File: config.mk
export PLATFORM = sky130hd
export DESIGN_NAME = instr_fetch_seq
export DESIGN_NICKNAME = d
export VERILOG_FILES = /design/src/rtl/instr_fetch_seq.sv
export SDC_FILE = /design/constraint.sdc
export NUM_CORES = 1
export LEC_CHECK = 0
export CAP_MARGIN = 30
export CORE_UTILIZATION = 35
export CTS_CLUSTER_DIAMETER = 60
export DETAILED_ROUTE_END_ITERATION = 10
export SYNTH_ARGS = -nofsm -noshare
export SYNTH_HDL_FRONTEND = slang
export SYNTH_SLANG_ARGS = --single-unit
File: constraint.sdc
create_clock -name clk -period 5 [get_ports clk]
set_input_delay 1 -clock clk [delete_from_list [all_inputs] [get_ports clk]]
set_output_delay 1 -clock clk [all_outputs]
set_load 0.005 [all_outputs]
File: src/rtl/instr_fetch_seq.sv
// instr_fetch_seq
// ---------------
// Instruction fetch and PC sequencer for a single-cycle core. It fetches a
// word from instruction memory through a req/ack handshake and holds it in
// the instr register while the decode/execute datapath works on it. It then
// uses the decoder's Jump/Branch/Beq outputs and the ALU Zero flag to select
// the next PC.
//
// Each instruction runs FETCH (one or more cycles, waiting for ack) and then
// EXEC (one or more cycles, extended by stall). If instruction memory never
// answers, TIMEOUT consecutive un-acked fetch cycles move the sequencer into
// a sticky ERROR state. Only reset leaves ERROR.
//
// Ports:
//   clk          in   1   rising-edge clock
//   rst_n        in   1   asynchronous active-low reset
//   imem_req     out  1   instruction memory read request (FETCH only)
//   imem_addr    out  32  read address, always equal to pc
//   imem_ack     in   1   read data valid, honoured only while imem_req is high
//   imem_rdata   in   32  instruction word from memory
//   instr        out  32  registered instruction
//   opcode       out  6   instr[31:26], to the control decoder
//   instr_valid  out  1   instr is being executed this cycle (EXEC)
//   stall        in   1   datapath hold request while in EXEC
//   Jump         in   1   decoder: jump
//   Branch       in   1   decoder: conditional branch
//   Beq          in   1   1 = branch on Zero, 0 = branch on not Zero
//   Zero         in   1   ALU zero flag
//   pc           out  32  current PC
//   pc_plus4     out  32  pc + 4 (wraps modulo 2^32)
//   instr_count  out  32  retired-instruction counter (wraps)
//   fetch_err    out  1   sticky fetch timeout error

module instr_fetch_seq #(
  parameter logic [31:0] RESET_PC = 32'h0000_0000,
  parameter int unsigned TIMEOUT  = 255
) (
  input  logic        clk,
  input  logic        rst_n,
  output logic        imem_req,
  output logic [31:0] imem_addr,
  input  logic        imem_ack,
  input  logic [31:0] imem_rdata,
  output logic [31:0] instr,
  output logic [5:0]  opcode,
  output logic        instr_valid,
  input  logic        stall,
  input  logic        Jump,
  input  logic        Branch,
  input  logic        Beq,
  input  logic        Zero,
  output logic [31:0] pc,
  output logic [31:0] pc_plus4,
  output logic [31:0] instr_count,
  output logic        fetch_err
);

  typedef enum logic [1:0] {
    FETCH = 2'd0,
    EXEC  = 2'd1,
    ERROR = 2'd2
  } state_t;

  // Value of the timeout counter during the last fetch cycle allowed
  // without an ack.
  localparam logic [7:0] TMO_LAST = 8'(TIMEOUT - 1);

  state_t      state, state_next;
  logic [7:0]  tmo_cnt, tmo_cnt_next;
  logic [31:0] pc_next, instr_next, count_next;
  logic [31:0] branch_off;
  logic        taken;

  // State decodes the outputs directly. The request is also gated by rst_n,
  // so it drops the moment reset is asserted. Without that gate, the reset
  // state (FETCH) would keep the request high.
  assign imem_req    = rst_n & (state == FETCH);
  assign instr_valid = (state == EXEC);
  assign fetch_err   = (state == ERROR);
  assign imem_addr   = pc;
  assign pc_plus4    = pc + 32'd4;
  assign opcode      = instr[31:26];

  // Next-state and next-datapath logic. The control inputs are only looked at
  // in a non-stalled EXEC cycle. An ack outside FETCH has no effect. When an
  // ack arrives in the final allowed fetch cycle, it takes priority over the
  // timeout.
  always_comb begin
    state_next   = state;
    tmo_cnt_next = tmo_cnt;
    pc_next      = pc;
    instr_next   = instr;
    count_next   = instr_count;
    taken        = Branch & (Beq ? Zero : ~Zero);
    branch_off   = {{14{instr[15]}}, instr[15:0], 2'b00};

    case (state)
      FETCH: begin
        if (imem_req && imem_ack) begin
          instr_next   = imem_rdata;
          tmo_cnt_next = 8'd0;
          state_next   = EXEC;
        end else begin
          tmo_cnt_next = tmo_cnt + 8'd1;
          if (tmo_cnt == TMO_LAST) begin
            state_next = ERROR;
          end
        end
      end
      EXEC: begin
        if (!stall) begin
          if (Jump) begin
            pc_next = {pc_plus4[31:28], instr[25:0], 2'b00};
          end else if (taken) begin
            pc_next = pc_plus4 + branch_off;
          end else begin
            pc_next = pc_plus4;
          end
          count_next = instr_count + 32'd1;
          state_next = FETCH;
        end
      end
      ERROR: begin
        state_next = ERROR;
      end
      default: begin
        state_next = FETCH;
      end
    endcase
  end

  // State register.
  always_ff @(posedge clk or negedge rst_n) begin
    if (!rst_n) begin
      state <= FETCH;
    end else begin
      state <= state_next;
    end
  end

  // Datapath registers: PC, instruction, retire counter and timeout counter.
  always_ff @(posedge clk or negedge rst_n) begin
    if (!rst_n) begin
      pc          <= RESET_PC;
      instr       <= 32'd0;
      instr_count <= 32'd0;
      tmo_cnt     <= 8'd0;
    end else begin
      pc          <= pc_next;
      instr       <= instr_next;
      instr_count <= count_next;
      tmo_cnt     <= tmo_cnt_next;
    end
  end

endmodule

; ---- After elaboration in Yosys (flattened, before gate mapping)
; Index checks and enable logic that the tools add are counted.
[word_totals]
output_inout_bits = 169
inputBits = 40
mem_bits_ro = 0
mem_count = 0
latchBits = 0
reg_bits = 106
wordCells = 31
ramBits = 0
[op_classes]
n_addsub = 4
n_mul = 0
n_mux = 8
shift = 0
bitwise_logic = 4
n_reduce_logical = 5
n_div = 0
n_lt_le_gt_ge = 0
n_eq_ne = 5
[op_table]
columns = cell, n
row1 = $mux 32, 2
row2 = $add 32x1->32 const B, 1
row3 = $add 32x3->32 const B, 1
row4 = $add 32x32->32, 1
row5 = $add 8x1->8 const B, 1
row6 = $eq 8x8->1 const B, 1
row7 = $mux 8, 1
row8 = $mux 2, 3
row9 = $pmux 2 s3, 1
row10 = $reduce_and 2->1, 3
row11 = $ne 3x1->1 const B, 1
row12 = $and 1x1->1, 2
row13 = $eq 2x1->1 const B, 1
row14 = $eq 2x2->1 const B, 1
row15 = $logic_not 2->1, 1
row16 = $ne 2x2->1 const B, 1
row17 = $not 1->1, 2
row18 = $logic_and 1x1->1, 1
row19 = $mux 1, 1

; ---- Depth between registers and ports, before layout
[depth]
word_depth = 5
mapped_depth = 18
depth_no_buf = 16

; ---- Least setup slack after synthesis
; No wires, ideal clock.
[synth_timing]
kind = reg-to-reg
from = register pc[4] (netlist: imem_addr[4])
to = register pc[31] (netlist: imem_addr[31])
n_path_buf = 0
required_time_ns = 4.908
stages_incl_launch_ff = 16
setup_ns = 0.092
synth_period_minus_slack_ns = 3.714
slack_ns = 1.286
t_arrival_ns = 3.622
cell_sequence = dfrtp_1 -> and3_1 -> and4_1 -> and3_1 -> nand3_1 -> xnor2_1 -> ha_1 -> a21o_1 -> a31o_1 -> a221o_1 -> o31a_1 -> a31oi_4 -> a31oi_1 -> xor2_1 -> and3_4 -> o31ai_2
[synth_between]
elab_chain_len = 4
[synth_lines]
columns = element, line_no
row1 = start: declaration, 52  ; output logic [31:0] pc,
row2 = start signal: assignment, 149  ; pc <= pc_next;
row3 = $add 32x3->32, 81  ; assign pc_plus4 = pc + 32'd4;
row4 = named net pc_plus4[15], 53  ; output logic [31:0] pc_plus4,
row5 = $add 32x32->32, 115  ; pc_next = pc_plus4 + branch_off;
row6 = $mux 32, 114  ; end else if (taken) begin
row7 = $mux 32, 112  ; if (Jump) begin
; The timed path passes the listed nets, and every way through them passes these cells.
; A chain may end at the register's enable or synchronous reset.

; ---- Worst setup path after layout
[layout_timing]
from = register pc[4] (netlist: imem_addr[4])
to = output port pc_plus4[31]
[layout_between]
elab_chain_len = 1
[layout_lines]
columns = element, line_no
row1 = $add 32x3->32, 81
row2 = end: declaration, 53
; Every way passes these cells.

==> results.md <==
Run status:
- The run finished with clean final reports.

Critical path:
- The signal on the critical path passes through and3_1 -> and4_1 -> and4_1 -> nand2_1 -> nor2_4 -> and3_1 -> xor2_1 -> clkdlybuf4s50_1.
- The reg-to-reg endpoint is imem_addr[31].
- The critical path in this run is classified as reg -> out.
- In this run the critical register-to-register path is launched from imem_addr[4].
- The critical path data required time is 4.00 ns.
- The depth of the worst register-to-register path is 15.
- The slack of the worst reg-to-reg path is 0.80 ns.
- For this run, the slowest stage of the critical path takes 0.58 ns.
- The worst setup path is launched from a flop.
- The slowest library cell on the worst path is sky130_fd_sc_hd__clkdlybuf4s50_1.
- The critical path starts at imem_addr[4].
- The capturing element type of the critical path is a primary output.
- In this run the worst path has a maximum fanout of 8.
- The arrival time of data at the critical path endpoint is 3.34 ns.

Clock tree:
- The clock drives 104 sinks.
- After clock tree synthesis, the flow added hold-fix buffers numbering 0.
- The CTS tree is built.
- The number of buffers inserted by post-CTS setup repair is 0.
- Counting along the longest clock path gives a buffer depth of 2.
- Clock-pin slew was measured on the worst setup and hold paths at 0.08 ns.
- The source-to-sink clock delay at the later pin of the worst-skew pair is 0.36 ns.
- The quantity of gates resized following cts is 0.
- The number of H-tree levels is 3.
- The cell at the root of the clock tree is sky130_fd_sc_hd__clkbuf_16.
- The number of clock buffers inserted by TritonCTS is 9.

Detailed routing:
- For this run, design rule violations remaining after detail routing come to 0.
- The routed design has 20800 µm of wire.
- The count of nets left with antenna violations after detail routing is 0.
- In the routed layout, each cell is associated on average with a via count of 5.17.
- Before antenna repair, the detailed router went through 5 iterations.
- The per-cell routed wire length is 17.4 µm.
- Summing over every cut layer, the via total after detailed routing is 6195.
- The DRC marker count from the first detailed-route iteration is 350.

GRT:
- The wire length of the first global-routing pass is 33000 µm.
- The via count of the first global-routing pass is 5872.
- The total routing resource utilization after global routing is 20.7%.
- After global routing the overflow that remains totals 0.
- The initial antenna violation count is 2.
- Entering global routing, the biggest net connects 67 pins.

Final layout:
- The layout cell share with drive strength beyond 1 is 7.28%.
- Relative to the synthesized area, the layout overhead comes to 33.5%.
- Cells fill 48.0% of the core in the end.
- The non-filler instance count after layout is 1199.
- The repair_antennas step left the layout with diodes totalling 0.
- After the last flow step, the layout net total stands at 1010.

STA:
- The worst slack on hold paths is 0.476 ns.
- The final number of max-transition violations is 0.
- In the final timing run, aggregate negative setup slack is 0 ns.
- The final worst-path cycle share is 86.7%.
- Headroom to the max-slew limit came out at 39.0%.
- The final-report hold violation count is 0.
- Setup violations remaining at the end of the flow were counted as 0.
- The routed design could run at a clock period as short as 4.34 ns.
- The largest clock skew in the final design is 0.00868 ns.
- The fmax is 0.231 GHz.
- Setup repair after global routing left no endpoint under its margin.
- The slew of the pin with the lowest slew margin is 0.915 ns.

Logic synthesis:
- Synthesis produced 770 cells.
- The count of unique library cells instantiated by Yosys is 63.
- In the synthesized netlist the dominant register cell turns out to be sky130_fd_sc_hd__dfrtp_1.
- The count of warnings emitted by yosys is 0.
- The synthesis-stage register bit count is 104.
- Of all flip-flops after synthesis, the portion carrying an async set or reset was 100%.
- The synthesized area per cell is 9.18 µm².
- The sequential cell area fraction in the yosys report is 36.8%.
- The area of the mapped netlist is 7070 µm².
- The number of enable-type register cells in the synthesized netlist is 0.

Hold path:
- The class of the worst hold path is reg -> reg.
- The startpoint of the lowest-slack hold path is instr_count[31].
- The count of cells along the worst hold path is 1.
- The worst hold path terminates at instr_count[31].

Die:
- The region available for standard cell placement spans 19700 µm².
- The count of boundary I/O pins is 209.
- Row generation in the floorplan step produced 51 rows.
- The die outline width is 144 µm.
- The chip height is 144 µm.
- The starting density of the core is 36.0%.
- The die covers 20800 µm².

Placement:
- The number of port buffers is 202.
- The routability congestion estimate is 0.901.
- Counting tap cells, the placed design contains a total of 1183 instances.
- Once detailed placement completed, the half-perimeter wirelength came to 15600 µm.

Flow run:
- Across the run, the number of max-cap violations was 0.

Power:
- The analysis attributes to cell leakage a power of 0.00409 µW.
- Dividing total power by cell area gives a power density of 180 nW/µm².
- The worst supply voltage drop on vdd is 150 µV.
==> layer usage <==
layer	up-vias	GRT usage [%]	wire, µm
li1	3039	-	-
met1	2958	29.4	9990
met2	183	32.1	9430
met3	15	3.61	1140
met4	0	6.16	266
met5	-	0	0
==> cell usage after synthesis (3+ instances only) <==
cell                       instances  area [µm²]
sky130_fd_sc_hd__a21o_1           13        97.6
sky130_fd_sc_hd__o22ai_1           3        18.8
sky130_fd_sc_hd__buf_4            43         323
sky130_fd_sc_hd__a311oi_1          3        26.3
sky130_fd_sc_hd__nand2_1          75         282
sky130_fd_sc_hd__and4_1            8        70.1
sky130_fd_sc_hd__xnor2_1          57         499
sky130_fd_sc_hd__nor3_1           11        55.1
sky130_fd_sc_hd__nor2_1           46         173
sky130_fd_sc_hd__ha_1             40         500
sky130_fd_sc_hd__and2_1            6        37.5
sky130_fd_sc_hd__inv_1            15        56.3
sky130_fd_sc_hd__o21ai_0          51         255
sky130_fd_sc_hd__o21ai_1           6        30.0
sky130_fd_sc_hd__xor2_1           30         263
sky130_fd_sc_hd__or3_1             5        31.3
sky130_fd_sc_hd__nand3_1          37         185
sky130_fd_sc_hd__o211ai_1         14         105
sky130_fd_sc_hd__a21oi_1          42         210
sky130_fd_sc_hd__o21bai_1          4        30.0
sky130_fd_sc_hd__clkbuf_1         24        90.1
sky130_fd_sc_hd__a31oi_1           8        50.1
sky130_fd_sc_hd__dfrtp_1         104        2600
sky130_fd_sc_hd__and3_1           24         150
sky130_fd_sc_hd__nor2b_1           3        18.8
sky130_fd_sc_hd__nand2b_1          3        18.8
sky130_fd_sc_hd__nand4_1          11        68.8
sky130_fd_sc_hd__mux2_2           31         349
sky130_fd_sc_hd__a211oi_1          8        60.1
==> power by group <==
group          total [µW]  switching (µW)  internal [µW]
registers             840               0            840
logic                85.4            48.3           37.2
clock network         775             371            404
total                1700             419           1280
==> cell usage in the layout, fill, tap and decap left out, types with 3 or more instances in the layout <==
master and instances:
sky130_fd_sc_hd__o21bai_1 4, sky130_fd_sc_hd__nand3_1 37, sky130_fd_sc_hd__a311oi_1 3, sky130_fd_sc_hd__dfrtp_1 104
sky130_fd_sc_hd__nor2_1 46, sky130_fd_sc_hd__or3_1 5, sky130_fd_sc_hd__o22ai_1 3, sky130_fd_sc_hd__inv_6 3
sky130_fd_sc_hd__and2_1 6, sky130_fd_sc_hd__and3_1 23, sky130_fd_sc_hd__inv_1 15, sky130_fd_sc_hd__buf_4 10
sky130_fd_sc_hd__o21ai_0 51, sky130_fd_sc_hd__nand2_1 75, sky130_fd_sc_hd__a21oi_1 42, sky130_fd_sc_hd__nand4_1 11
sky130_fd_sc_hd__a31oi_1 8, sky130_fd_sc_hd__a211oi_1 8, sky130_fd_sc_hd__ha_1 40, sky130_fd_sc_hd__xor2_1 30
sky130_fd_sc_hd__clkdlybuf4s50_1 201, sky130_fd_sc_hd__nor2b_1 3, sky130_fd_sc_hd__a21o_1 13, sky130_fd_sc_hd__xnor2_1 57
sky130_fd_sc_hd__o21ai_1 6, sky130_fd_sc_hd__o211ai_1 14, sky130_fd_sc_hd__nor3_1 11, sky130_fd_sc_hd__clkbuf_16 9
sky130_fd_sc_hd__conb_1 6, sky130_fd_sc_hd__and4_1 8, sky130_fd_sc_hd__mux2_2 31
==> worst max-delay path: cells and delay by family (launching register included) <==
family | cells | cell delay (ns)
flops | 1 | 0.48
xor+xnor | 1 | 0.28
simple gates | 6 | 1.62
buf+inv | 1 | 0.58
==> registers in the layout, indices dropped and copies added, names as in the netlist <==
register,count
instr_count,32
imem_addr,30
tmo_cnt,8
state,2
instr,32
==> through the flow <==
step	power, µW	cell area [µm²]	setup slack [ns]
2_1_floorplan	886	7090	1.29
3_3_place_gp	943	9090	1.04
3_5_place_dp	944	9110	0.874
4_1_cts	1720	9430	0.642
5_1_grt	1760	9430	0.442
6_report	1700	9430	0.664
==> area by class of cell <==
type                            count  area (µm²)
Clock inverter                      7        92.6
Multi-Input combinational cell    587        4010
Fill cell                        1901       10200
Timing Repair Buffer              212        2110
Sequential cell                   104        2600
Clock buffer                        9         225
Tap cell                          265         332
Inverter                           15        56.3
==> how the worst max path moves through the flow <==
stage	end	cells past startpoint
floorplan	imem_addr[31]	15
global placement	imem_addr[31]	15
detailed placement	imem_addr[31]	15
CTS	pc_plus4[31]	8
global route	pc_plus4[31]	8
finish	pc_plus4[31]	8
==> logic make-up (layout without fill, tap and decap cells) <==
family	Yosys count	count (layout)	share of synthesized area, %
adder cells (fa/ha/maj)	41	41	7.37
AO/OA/AOI/OAI	183	183	16.6
XOR/XNOR	87	87	10.8
multiplexers	33	33	5.22
buffers and inverters	84	243	6.75
flip-flops	104	104	36.8
other	1	6	0.0531
AND/OR/NAND/NOR	237	237	16.4
Note: power is estimated with default switching activity, not from simulation.
